$ cat src/rtl/hold_request_arbiter.sv
// HOLD/HLDA sequencer that lends the 8088 system bus to two external masters,
// round-robin, with a bounded grant length and a CPU bus cycle between grants.
module hold_request_arbiter #(
  parameter int MAX_GRANT_CYCLES = 16,
  parameter int SETTLE_CYCLES    = 1
) (
  input  logic       clock,
  input  logic       reset,
  input  logic       cpu_clock_posedge,
  input  logic       cpu_clock_negedge,
  input  logic       HLDA,
  input  logic [1:0] req,
  output logic       HOLD,
  output logic [1:0] grant,
  output logic       grant_timeout,
  output logic       hlda_error
);

  typedef enum logic [2:0] {
    S_IDLE,
    S_WAIT_HLDA,
    S_SETTLE,
    S_GRANT,
    S_RELEASE
  } state_t;

  localparam logic [7:0] GRANT_LAST  = 8'(MAX_GRANT_CYCLES - 1);
  localparam logic [2:0] SETTLE_LOAD = 3'(SETTLE_CYCLES);

  state_t     state_q, state_d;
  logic       winner_q, winner_d;
  logic       last_served_q, last_served_d;
  logic [2:0] settle_cnt_q, settle_cnt_d;
  logic [7:0] grant_cnt_q, grant_cnt_d;
  logic       hold_q, hold_d;
  logic [1:0] grant_q, grant_d;
  logic       timeout_q, timeout_d;
  logic       hlda_error_q, hlda_error_d;
  logic       tick;

  assign tick = cpu_clock_posedge;

  always_comb begin
    state_d       = state_q;
    winner_d      = winner_q;
    last_served_d = last_served_q;
    settle_cnt_d  = settle_cnt_q;
    grant_cnt_d   = grant_cnt_q;
    hold_d        = hold_q;
    grant_d       = grant_q;
    timeout_d     = 1'b0;
    hlda_error_d  = hlda_error_q;

    case (state_q)
      S_IDLE: begin
        hold_d  = 1'b0;
        grant_d = 2'b00;
        if (tick && (req != 2'b00)) begin
          winner_d = (req == 2'b11) ? ~last_served_q : req[1];
          hold_d   = 1'b1;
          state_d  = S_WAIT_HLDA;
        end
      end

      S_WAIT_HLDA: begin
        if (tick && HLDA) begin
          if (!req[winner_q]) begin
            state_d = S_RELEASE;
          end else begin
            settle_cnt_d = SETTLE_LOAD;
            state_d      = S_SETTLE;
          end
        end
      end

      S_SETTLE: begin
        // The tick that saw HLDA counts as the first settle clock.
        if (tick) begin
          if (!HLDA || !req[winner_q]) begin
            state_d = S_RELEASE;
          end else if (settle_cnt_q <= 3'd1) begin
            grant_d       = winner_q ? 2'b10 : 2'b01;
            grant_cnt_d   = 8'd0;
            last_served_d = winner_q;
            state_d       = S_GRANT;
          end else begin
            settle_cnt_d = settle_cnt_q - 3'd1;
          end
        end
      end

      S_GRANT: begin
        if (tick) begin
          if (grant_cnt_q != 8'hFF) begin
            grant_cnt_d = grant_cnt_q + 8'd1;
          end
          if (!HLDA) begin
            grant_d      = 2'b00;
            hlda_error_d = 1'b1;
            hold_d       = 1'b0;
            state_d      = S_IDLE;
          end else if (!req[winner_q]) begin
            grant_d = 2'b00;
            state_d = S_RELEASE;
          end else if (grant_cnt_q == GRANT_LAST) begin
            grant_d   = 2'b00;
            timeout_d = 1'b1;
            state_d   = S_RELEASE;
          end
        end
      end

      S_RELEASE: begin
        grant_d = 2'b00;
        if (cpu_clock_negedge) begin
          hold_d = 1'b0;
        end
        if (tick && !HLDA) begin
          hold_d  = 1'b0;
          state_d = S_IDLE;
        end
      end

      default: begin
        state_d = S_IDLE;
      end
    endcase
  end

  always_ff @(posedge clock or posedge reset) begin
    if (reset) begin
      state_q       <= S_IDLE;
      winner_q      <= 1'b0;
      last_served_q <= 1'b1;
      settle_cnt_q  <= 3'd0;
      grant_cnt_q   <= 8'd0;
      hold_q        <= 1'b0;
      grant_q       <= 2'b00;
      timeout_q     <= 1'b0;
      hlda_error_q  <= 1'b0;
    end else begin
      state_q       <= state_d;
      winner_q      <= winner_d;
      last_served_q <= last_served_d;
      settle_cnt_q  <= settle_cnt_d;
      grant_cnt_q   <= grant_cnt_d;
      hold_q        <= hold_d;
      grant_q       <= grant_d;
      timeout_q     <= timeout_d;
      hlda_error_q  <= hlda_error_d;
    end
  end

  assign HOLD          = hold_q;
  assign grant         = grant_q;
  assign grant_timeout = timeout_q;
  assign hlda_error    = hlda_error_q;

endmodule

$ cat config.mk
export PLATFORM = sky130hd
export DESIGN_NAME = hold_request_arbiter
export DESIGN_NICKNAME = d
export VERILOG_FILES = /design/src/rtl/hold_request_arbiter.sv
export SDC_FILE = /design/constraint.sdc
export NUM_CORES = 1
export LEC_CHECK = 0
export CAP_MARGIN = 0
export CORE_AREA = 2 2 54 56
export CTS_CLUSTER_SIZE = 16
export DETAILED_ROUTE_END_ITERATION = 6
export DIE_AREA = 0 0 56 58
export PLACE_DENSITY = 0.67
export SYNTH_ARGS = -nofsm -noshare
export SYNTH_HDL_FRONTEND = slang
export SYNTH_SLANG_ARGS = --single-unit
$ cat constraint.sdc
create_clock -name clock -period 2.15 [get_ports clock]
set_input_delay 0.43 -clock clock [delete_from_list [all_inputs] [get_ports clock]]
set_output_delay 0.43 -clock clock [all_outputs]
set_load 0.05 [all_outputs]
==> Implementation_results.wiki <==
{| class="wikitable"
! Metric !! Value
|-
| First-pass GRT wire length || between 5000 and 6000 um
|-
| Vias in the first global route || 1161
|-
| Clock tree buffer depth || 2
|-
| Number of antenna violations at the first check in global routing || 0
|-
| Shortest period the worst path allows || 1980 ps
|-
| Most common cell after layout, fill and taps aside || sky130_fd_sc_hd__dfrtp_1
|-
| Register-to-Register Setup Slack || between 150 and 200 ps
|-
| RSZ-0062 raised after global routing || false
|-
| Clock Power Share || 11.3%
|-
| Hold crit path type || in -> async
|-
| Area delta synth->final || 20.5%
|-
| Measured slew at the worst slew-check pin || roughly 500 ps
|-
| Async set-or-reset flop fraction in the synthesized netlist || between 90% and 100%
|-
| Clock-pin transition on the worst setup and hold timing paths || about 130 ps
|-
| First DRT Iteration DRCs || 74
|-
| Total CTS buffers || 3
|-
| Mean instance size in the synthesized netlist || approximately 8.6 um^2
|-
| Number of filler instances in the final layout || between 200 and 250
|-
| LEAKAGE || 0.716 nW
|-
| I/O Buffers || 11
|-
| Relative contribution of sequential cells to total power || between 30% and 40%
|-
| Routed via count divided by cell count || between 5 and 6
|-
| Maximum number of pins on one net before global-route repair || 14
|-
| TritonCTS clock tree || built
|-
| Max Transition Viols Final || 0
|-
| Post-detail-place hpwl || 2290 um
|-
| Leading area contributor after synthesis || sky130_fd_sc_hd__dfrtp_1
|-
| Most frequent cells in the layout || 20 x sky130_fd_sc_hd__dfrtp_1, 17 x sky130_fd_sc_hd__o21ai_0, 15 x sky130_fd_sc_hd__nand2_1, 15 x sky130_fd_sc_hd__buf_4, 13 x sky130_fd_sc_hd__nor2_1
|-
| Final weighted congestion in routability-driven placement || 0.928
|-
| Length of the first detailed-routing pass in iterations || 5
|-
| Post-layout net count || 184
|-
| Number of antenna diodes || 0
|-
| Switching fraction of total power || 43.5%
|-
| P_sw || 0.000756 W
|-
| Area of the die || between 3000 and 4000 um^2
|-
| Cell Area, Synth || 1290 um^2
|-
| Synth top area share || between 30% and 40%
|-
| PnR worst setup slack || 171 ps
|-
| Net count after synthesis || between 150 and 200
|-
| Worst path required time || 2360 ps
|-
| Category of the worst setup path launch point || flip-flop
|-
| Total chip power || between 0.0015 and 0.002 W
|-
| Share of the yosys chip area belonging to registers || 40.9%
|-
| Aggregate global-route resource usage || about a fifth
|-
| Status || complete, no violations
|-
| Fmax || 0.505 GHz
|-
| IO Count || 12
|-
| Starting density of the core || 48.4%
|-
| Width of the die || 56 um
|-
| Largest vdd supply drop || 0.000807 V
|-
| Standard-cell row count || 19
|-
| Max-capacitance violation count || 0
|-
| Post-place setup slack || -115 ps
|-
| Share of final-layout standard cells stronger than drive strength 1 || 15.0%
|-
| Vertical die dimension || between 50 and 60 um
|-
| Count of hold buffers inserted by post-cts repair || 0
|-
| DRC violations left || 0
|-
| CTS root buf || sky130_fd_sc_hd__clkbuf_4
|-
| Crit path capture type || flip-flop
|-
| Cell types with the largest area share after synthesis || sky130_fd_sc_hd__dfrtp_1 39%, sky130_fd_sc_hd__o21ai_0 6.6%, sky130_fd_sc_hd__nand2_1 4.4%
|-
| Number of synthesized register bits || 21
|-
| Combinational power share || 50.1%
|-
| Power density over cell area || 1120 nW/um^2
|-
| Critical path class || reg -> reg
|-
| Vias post-DR || 1203
|-
| Final Hold Viols || 0
|-
| Worst path bufs/invs || 1
|-
| Maximum fanout along the worst path || 6
|-
| Cell type of the slowest stage on the worst timing path || sky130_fd_sc_hd__dfrtp_1
|-
| Cell family contributing the most delay on the critical path || compound AO/OA/AOI/OAI gates
|-
| Number of library cell types mapped by synthesis || between 40 and 50
|-
| Ordered list of cells on the worst path || ha_1 -> o21ba_2 -> o2111ai_1 -> a2111oi_2 -> buf_4 -> o21ai_0 -> a21o_1
|-
| Grt total ovfl || 0
|-
| Detail-routed net length per standard cell || 14.3 um
|-
| Total of endpoints with negative setup slack in the final report || 0
|-
| Skew final || ~8.7 ps
|-
| Post-cts resize count || 0
|-
| Total negative setup slack || 0 ps
|-
| Antenna-violating nets left || 0
|-
| Number of clock sinks || 21
|-
| Crit share post-route || 92.0%
|-
| Top flip-flop cell by instance count after synthesis || sky130_fd_sc_hd__dfrtp_1
|-
| Number of enable-type register cells in the synthesized netlist || 0
|-
| Clock H-tree levels || 1
|-
| Delay of the slowest critical-path stage || 450 ps
|-
| Insertion delay to the later sink of the worst-skew pair || 310 ps
|-
| Post-CTS Setup Bufs || 0
|-
| Cell internal power dissipation || about 0.001 W
|-
| Synth warn || 0
|-
| Critical path arrival || 2180 ps
|-
| Count of mapped cells out of synthesis || 149
|-
| Aggregate routed wire length || 2910 um
|-
| Normalized max-slew margin || about two thirds
|-
| Core outline area || about 2700 um^2
|-
| Final core area utilization || 58.3%
|}
==> through the flow <==
step                      cells  cell area (um^2)  hold slack, ps
final                       204              1550             423
after global routing        204              1550             483
after CTS                   204              1550             454
after detailed placement    200              1530             473
after global placement      200              1530             464
after floorplan             149              1290             406
==> per-layer routing <==
layer	routed length [um]	vias up	GRT usage [%]	share of wire, %
met2	1330	38	32.4	46
met5	0	-	0	0
met3	134	8	2.46	4.6
met4	40	0	5.78	1.4
met1	1410	569	26.7	48
li1	-	588	-	-
==> synth_stat cells, types with 3 or more instances <==
library cell               number
sky130_fd_sc_hd__and3_1         4
sky130_fd_sc_hd__nand3_1        6
sky130_fd_sc_hd__o22ai_1        3
sky130_fd_sc_hd__a21oi_1        6
sky130_fd_sc_hd__nand2b_1       3
sky130_fd_sc_hd__inv_1         12
sky130_fd_sc_hd__nor2_1        13
sky130_fd_sc_hd__nor3_1         3
sky130_fd_sc_hd__o21ai_0       17
sky130_fd_sc_hd__nand2_1       15
sky130_fd_sc_hd__mux2_2         3
sky130_fd_sc_hd__dfrtp_1       20
sky130_fd_sc_hd__clkbuf_1       5
sky130_fd_sc_hd__ha_1           3
==> power groups by stage <==
stage	clock network, W	registers, W	logic (W)
detailed placement	0	0.000676	0.000867
global placement	0	0.000668	0.000846
CTS	0.000202	0.000668	0.000870
floorplan	0	0.000716	0.000542
finish	0.000197	0.000670	0.000870
global route	0.000212	0.000691	0.000967
==> state kept, by name, indices dropped and copies added, names as in the netlist <==
| signal | cells |
|---|---|
| hlda_error | 1 |
| HOLD | 1 |
| settle_cnt_q | 3 |
| last_served_q | 1 |
| grant_cnt_q | 8 |
| grant_timeout | 1 |
| state_q | 3 |
| grant | 2 |
| winner_q | 1 |
==> worst register-to-register path: cells and delay by family (launching register included) <==
| kind | cells | cell delay [ps] |
|---|---|---|
| compound gates | 5 | 1040 |
| fa+ha+maj | 1 | 210 |
| buf+inv | 1 | 190 |
| flops | 1 | 450 |
==> path summary, 6_finish.rpt <==
| kind | start | end | cells past startpoint |
|---|---|---|---|
| max in group asynchronous | reset | state_q[0] | 3 |
| worst max-delay path | settle_cnt_q[0] | settle_cnt_q[2] | 7 |
| worst max register to register | settle_cnt_q[0] | settle_cnt_q[2] | 7 |
| worst min-delay path | reset | grant_cnt_q[7] | 2 |
| worst min register to register | hlda_error | hlda_error | 1 |
| min in group clock | hlda_error | hlda_error | 1 |
==> cell families after synthesis <==
kind of cell,share of synthesized area (%)
compound gates,23.3
buf+inv,5.34
fa+ha+maj,2.91
flops,40.9
mux,4.17
simple gates,23.4
==> area by class of cell <==
class                      instances  area, um^2  share of cell area (%)
tap                               31        38.8                    2.50
clock buffer                       4        26.3                    1.69
multi-input combinational        110         693                    44.6
sequential                        21         527                    33.9
timing repair buffer              26         223                    14.3
inverter                          12        45.0                    2.90
Note: power is estimated with default switching activity, not from simulation.
